===== config.mk =====
export PLATFORM = sky130hd
export DESIGN_NAME = qucs_netlist_emitter
export DESIGN_NICKNAME = d
export VERILOG_FILES = /design/src/rtl/qucs_netlist_emitter.sv
export SDC_FILE = /design/constraint.sdc
export NUM_CORES = 1
export LEC_CHECK = 0
export ABC_AREA = 1
export CAP_MARGIN = 20
export CORE_MARGIN = 4
export CORE_UTILIZATION = 25
export CTS_BUF_LIST = sky130_fd_sc_hd__clkbuf_16
export DETAILED_ROUTE_END_ITERATION = 8
export PLACE_DENSITY = 0.39
export RECOVER_POWER = 100
export SLEW_MARGIN = 40
export SYNTH_ARGS = -nofsm -noshare
export SYNTH_HDL_FRONTEND = slang
export SYNTH_SLANG_ARGS = --single-unit
export TNS_END_PERCENT = 50

===== constraint.sdc =====
create_clock -name clk -period 3.1 [get_ports clk]
set_input_delay 0.62 -clock clk [delete_from_list [all_inputs] [get_ports clk]]
set_output_delay 0.62 -clock clk [all_outputs]
set_load 0.1 [all_outputs]

===== src/rtl/qucs_netlist_emitter.sv =====
// Turns one binary R/C/L record into one qucsator netlist line, streamed out as ASCII bytes.
// First byte appears VAL_W+1 cycles after acceptance, then one byte per cycle while out_ready is high.
module qucs_netlist_emitter #(
    parameter int IDX_W = 8,
    parameter int VAL_W = 16
) (
    input  logic             clk,
    input  logic             rst_n,
    input  logic             in_valid,
    output logic             in_ready,
    input  logic [1:0]       in_type,
    input  logic [IDX_W-1:0] in_inst,
    input  logic [IDX_W-1:0] in_p,
    input  logic [IDX_W-1:0] in_n,
    input  logic [VAL_W-1:0] in_val,
    input  logic [2:0]       in_exp,
    output logic             out_valid,
    input  logic             out_ready,
    output logic [7:0]       out_data,
    output logic             err,
    output logic [15:0]      rec_count
);
    localparam logic [3:0] IDLE = 4'd0, CONV = 4'd1, EMIT_TYPE = 4'd2, EMIT_INST = 4'd3,
                           EMIT_P = 4'd4, EMIT_N = 4'd5, EMIT_VAL = 4'd6, EMIT_UNIT = 4'd7,
                           EMIT_EOL = 4'd8, ERR = 4'd9;

    logic [3:0]       state;
    logic [4:0]       cnt;
    logic [2:0]       pos, dig;
    logic [1:0]       typ;
    logic [2:0]       exq;
    logic [VAL_W-1:0] sh_i, sh_p, sh_n, sh_v;
    logic [19:0]      b_i, b_p, b_n, b_v;
    logic [7:0]       tch;
    logic             adv;

    function automatic logic [19:0] dd_step(input logic [19:0] b, input logic bit_in);
        logic [19:0] t;
        t = b;
        for (int k = 0; k < 5; k++)
            if (t[4*k +: 4] >= 4'd5) t[4*k +: 4] = t[4*k +: 4] + 4'd3;
        return {t[18:0], bit_in};
    endfunction

    // Index of the most significant non-zero digit; 0 for a zero value so "0" still prints
    function automatic logic [2:0] msd(input logic [19:0] b);
        logic [2:0] m;
        m = 3'd0;
        for (int k = 1; k < 5; k++)
            if (b[4*k +: 4] != 4'd0) m = 3'(k);
        return m;
    endfunction

    function automatic logic [7:0] dch(input logic [19:0] b, input logic [2:0] d);
        logic [3:0] nb;
        case (d)
            3'd0:    nb = b[3:0];
            3'd1:    nb = b[7:4];
            3'd2:    nb = b[11:8];
            3'd3:    nb = b[15:12];
            default: nb = b[19:16];
        endcase
        return 8'h30 + {4'h0, nb};
    endfunction

    function automatic logic [7:0] node_byte(input logic [19:0] b, input logic [2:0] ps, input logic [2:0] d);
        logic [7:0] c;
        if (b == 20'd0) begin
            case (ps)
                3'd0:    c = "g";
                3'd1:    c = "n";
                3'd2:    c = "d";
                default: c = " ";
            endcase
        end else begin
            case (ps)
                3'd0:    c = "_";
                3'd1:    c = "n";
                3'd2:    c = "e";
                3'd3:    c = "t";
                3'd4:    c = dch(b, d);
                default: c = " ";
            endcase
        end
        return c;
    endfunction

    assign in_ready  = (state == IDLE);
    assign err       = (state == ERR);
    assign out_valid = (state >= EMIT_TYPE) && (state <= EMIT_EOL);
    assign adv       = out_valid && out_ready;
    assign tch       = (typ == 2'd0) ? "R" : (typ == 2'd1) ? "C" : "L";

    always_comb begin
        out_data = 8'h00;
        case (state)
            EMIT_TYPE: out_data = (pos == 3'd1) ? ":" : tch;
            EMIT_INST: out_data = (pos == 3'd0) ? dch(b_i, dig) : " ";
            EMIT_P:    out_data = node_byte(b_p, pos, dig);
            EMIT_N:    out_data = node_byte(b_n, pos, dig);
            EMIT_VAL: begin
                case (pos)
                    3'd0:    out_data = tch;
                    3'd1:    out_data = "=";
                    3'd2:    out_data = "\"";
                    3'd3:    out_data = dch(b_v, dig);
                    default: out_data = " ";
                endcase
            end
            EMIT_UNIT: begin
                if (pos == 3'd0) begin
                    case (exq)
                        3'd0:    out_data = "f";
                        3'd1:    out_data = "p";
                        3'd2:    out_data = "n";
                        3'd3:    out_data = "u";
                        3'd4:    out_data = "m";
                        3'd6:    out_data = "k";
                        3'd7:    out_data = "M";
                        default: out_data = 8'h00;
                    endcase
                end else if (typ == 2'd0) begin
                    case (pos)
                        3'd1:    out_data = "O";
                        3'd2:    out_data = "h";
                        3'd3:    out_data = "m";
                        default: out_data = "\"";
                    endcase
                end else begin
                    out_data = (pos == 3'd1) ? ((typ == 2'd1) ? "F" : "H") : "\"";
                end
            end
            EMIT_EOL:  out_data = 8'h0A;
            default:   out_data = 8'h00;
        endcase
    end

    always_ff @(posedge clk or negedge rst_n) begin
        if (!rst_n) begin
            state <= IDLE; cnt <= '0; pos <= '0; dig <= '0; typ <= '0; exq <= '0;
            sh_i <= '0; sh_p <= '0; sh_n <= '0; sh_v <= '0;
            b_i <= '0; b_p <= '0; b_n <= '0; b_v <= '0;
            rec_count <= '0;
        end else begin
            case (state)
                IDLE: if (in_valid) begin
                    typ <= in_type; exq <= in_exp; cnt <= '0;
                    sh_i <= VAL_W'(in_inst); sh_p <= VAL_W'(in_p); sh_n <= VAL_W'(in_n); sh_v <= in_val;
                    b_i <= '0; b_p <= '0; b_n <= '0; b_v <= '0;
                    state <= (in_type == 2'd3) ? ERR : CONV;
                end
                ERR: state <= IDLE;
                CONV: begin
                    b_i <= dd_step(b_i, sh_i[VAL_W-1]); sh_i <= sh_i << 1;
                    b_p <= dd_step(b_p, sh_p[VAL_W-1]); sh_p <= sh_p << 1;
                    b_n <= dd_step(b_n, sh_n[VAL_W-1]); sh_n <= sh_n << 1;
                    b_v <= dd_step(b_v, sh_v[VAL_W-1]); sh_v <= sh_v << 1;
                    cnt <= cnt + 5'd1;
                    if (cnt == 5'(VAL_W - 1)) begin
                        state <= EMIT_TYPE;
                        pos   <= '0;
                    end
                end
                default: if (adv) begin
                    case (state)
                        EMIT_TYPE:
                            if (pos == 3'd2) begin state <= EMIT_INST; pos <= '0; dig <= msd(b_i); end
                            else pos <= pos + 3'd1;
                        EMIT_INST:
                            if (pos != 3'd0) begin state <= EMIT_P; pos <= '0; dig <= msd(b_p); end
                            else if (dig == 3'd0) pos <= 3'd1;
                            else dig <= dig - 3'd1;
                        EMIT_P, EMIT_N: begin
                            // Digit position loops on pos 4 until the units digit is out
                            if ((state == EMIT_P ? b_p : b_n) != 20'd0 && pos == 3'd4) begin
                                if (dig == 3'd0) pos <= 3'd5;
                                else dig <= dig - 3'd1;
                            end else if (pos == (((state == EMIT_P ? b_p : b_n) == 20'd0) ? 3'd3 : 3'd5)) begin
                                pos <= '0;
                                if (state == EMIT_P) begin state <= EMIT_N; dig <= msd(b_n); end
                                else begin state <= EMIT_VAL; dig <= msd(b_v); end
                            end else pos <= pos + 3'd1;
                        end
                        EMIT_VAL:
                            if (pos == 3'd3) begin
                                if (dig == 3'd0) pos <= 3'd4;
                                else dig <= dig - 3'd1;
                            end else if (pos == 3'd4) begin
                                state <= EMIT_UNIT;
                                pos   <= (exq == 3'd5) ? 3'd1 : 3'd0;
                            end else pos <= pos + 3'd1;
                        EMIT_UNIT:
                            if (pos == ((typ == 2'd0) ? 3'd4 : 3'd2)) state <= EMIT_EOL;
                            else pos <= pos + 3'd1;
                        EMIT_EOL: begin
                            state     <= IDLE;
                            rec_count <= rec_count + 16'd1;
                        end
                        default: state <= IDLE;
                    endcase
                end
            endcase
        end
    end
endmodule


==> results.md <==
* Status: finished, violations left
* Violations in the final reports: capacitance limit, slew limit, setup timing
* Synth area leader: dfrtp_1
* Sw Share at 0.491
* Hold Vio Cnt, Final at 0
* Post-synth EDFFs at 0
* Initial antenna violation count at 0
* LEAKAGE at 6.40 nW
* Startpoint types: flop
* Netlist cell types at 46
* DRT antenna net count at 0
* Num CTS Buffers at 17
* Yosys reg bits at 180
* WS Path Type: flop to primary output
* Final core utilization at 0.325
* Setup TNS at -0.0372 ns
* Final min period at 3.12 ns
* Wire per inst at 17.2 um
* Synth Area in Adders at 0.0649
* CTS tree: yes
* # hold bufs at CTS at 0
* Gate power share at 0.611
* Clock Pin Slew Worst Setup and Hold Paths at 0.07 ns
* Core box area at 43300 um^2
* CTS H-tree lvls at 4
* Syn_nets at 1490
* Worst Path Arrival at 2.50 ns
* Yosys top cell area share at 0.410
* Die W at 218 um
* First-pass DRT Iterations at 5
* FP Rows at 76
* Top-count cell post-synth: inv_1
* CP Max Fanout at 5
* Vias per std cell at 4.77
* Skew final at 0.00861 ns
* Reg power frac at 0.232
* CTS root buf: clkbuf_16
* Largest family of logic cells by synthesized area: compound AO/OA/AOI/OAI gates
* Worst slew margin at -0.481
* Synthesized area at 11000 um^2
* DP Worst Slack at 0.0807 ns
* Starting Density at 0.254
* Synth Flop Type: dfrtp_1
* XOR/XNOR share of the synthesized area at 0.0271
* Post-synthesis simple-gate area fraction at 0.189
* IO Count at 76
* Port bufs at 74
* Vias in the first global route at 10406
* Gr usage total at 0.154
* Switching Power at 7.75 mW
* Worst-case clock buffer depth at 2
* Post-synthesis mux area share at 0.00103
* Post-synth top cells: inv_1 (230), dfrtp_1 (180), nand2_1 (180)
* Top post-synthesis cells by area: dfrtp_1 (41%), inv_1 (7.9%), o21ai_0 (6.7%), ha_1 (6.5%), nand2_1 (6.2%)
* Largest net degree at the start of global routing at 109
* Worst path required time at 2.48 ns
* Overall power at 15.8 mW
* Die Area at 47300 um^2
* WHS at 0.483 ns
* Fmax at 0.320 GHz
* RSZ-0062 raised after global routing: true
* Die height at 218 um
* Register area share after synthesis at 0.410
* Gr ovfl total at 0
* Endpoints failing setup at 2
* Power Density at 1120 nW/um^2
* Setup ws final at -0.0245 ns
* Initial DRC count at 570
* Routed vias at 10067
* Synth Instances at 1384
* Fillers at 4589
* MaxCap Viol Count at 1
* Clock Latency Late Sink at 0.46 ns
* Max Slew Vio Count at 76
* Layout cells sized above 1 at 0.183
* Post-DP HPWL at 25.8 mm
* Hold Crit Class: flop to flop
* N_diodes at 0
* Crit path capture type: primary output
* Internal power at 8.02 mW
* Clk pwr share at 0.158
* Synth warnings at 0
* Clk sink count at 180
* Final Cycle Share at 1.01
* Syn avg cell area at 7.93 um^2
* Final Wtd Congestion at 0.895
* Compound-Gate Fraction of Synth Area at 0.204
* WL final at 36.4 mm
* Post-synth ARST share at 1.00
* Least-Margin Pin Slew at 2.22 ns
* Synth-to-layout area growth at 27.9%
* Peak supply drop at 702 uV
* Nets at 1620
* DRC viols at 0
* First-pass GRT wire length at 57.9 mm
[final timing paths]
check	from	end	slack, ns	cells past startpoint
max in group asynchronous	rst_n	sh_v[14]	0.47	2
worst min-delay path	rec_count[15]	rec_count[15]	0.48	1
worst max register to register	state[0]	b_p[3]	0.14	8
worst min register to register	rec_count[15]	rec_count[15]	0.48	1
worst max-delay path	dig[0]	out_data[0]	-0.02	10
min in group asynchronous	rst_n	b_n[14]	0.78	1
[registers in the layout, indices dropped and copies added, names as in the netlist]
register and cells:
b_i 20, b_n 20, b_p 20, b_v 20
cnt 5, dig 3, exq 3, pos 3
rec_count 16, sh_i 16, sh_n 16, sh_p 16
sh_v 16, state 4, typ 2
[routing by layer]
layer	track usage	share of wire
met1	0.209	0.48
met2	0.246	0.46
met3	0.0336	0.038
met4	0.0500	0.025
met5	0	0
[cell families (layout without fill, tap and decap cells)]
kind of cell / count (synthesis) / count (layout)
XOR/XNOR: 34 / 34
buffers and inverters: 291 / 434
flip-flops: 180 / 180
AO/OA/AOI/OAI: 366 / 366
AND/OR/NAND/NOR: 454 / 454
other: 1 / 1
multiplexers: 1 / 1
adder cells (fa/ha/maj): 57 / 57
[cells in the final DEF (no fill, tap or decap), types with 6 or more instances in the layout]
cell type and count:
nor2_4 10, xor2_1 27, nor3_2 8, o211ai_1 20, clkbuf_1 19, o21ai_1 7
ha_2 7, o22ai_1 79, xnor2_1 7, a21oi_2 10, nand3_1 54, dfrtp_1 178
nor3_1 41, ha_1 45, nand4_1 12, o32ai_1 9, inv_1 204, clkbuf_16 18
or2_2 9, nor2_1 101, nand3_2 7, a21oi_1 31, buf_4 64, buf_12 9
buf_6 10, clkdlybuf4s50_1 47, clkbuf_2 6, inv_4 6, nand2_2 17, inv_2 29
o21ai_0 138, nor2_2 6, nand2_1 170, a221oi_1 36
[power by group through the flow]
stage / Combinational, mW / Sequential [mW] / Clock (mW)
after floorplan: 5.56 / 3.61 / 0
after global placement: 8.23 / 3.68 / 0
after detailed placement: 8.20 / 3.67 / 0
after CTS: 9.36 / 3.64 / 2.58
after global routing: 10.6 / 3.76 / 2.67
final: 9.63 / 3.65 / 2.49
[repair_timing]
item | CTS | global route
cloned | 0 | 0
pin swaps | 22 | 24
endpoints found under the setup margin | 7 | 8
buffers inserted | 42 | 12
gates resized for setup | 97 | 62
[through the flow]
| step | instance area (um^2) | std cells |
|---|---|---|
| after global placement | 12600 | 2028 |
| after floorplan | 11000 | 1384 |
| after CTS | 14000 | 2102 |
| final | 14100 | 2112 |
| after global routing | 14100 | 2112 |
| after detailed placement | 12600 | 2028 |
[layout make-up]
type	instances	area (um^2)	area share
multi-input combinational	913	5800	0.413
sequential	180	4510	0.321
timing repair buffer	161	1430	0.102
inverter	241	931	0.0663
tap	585	732	0.0521
clock buffer	17	425	0.0303
clock inverter	15	229	0.0163
[critical path, stage by stage, from the launching register on]
cell	delay (ns)
dfrtp_2	0.46
ha_2	0.20
nand2_2	0.11
nand4_4	0.16
buf_4	0.17
buf_4	0.12
o21ai_0	0.23
o21ai_1	0.12
nor2_1	0.14
nand3_2	0.12
buf_12	0.19
No activity file was read; power rests on OpenSTA's default activity.
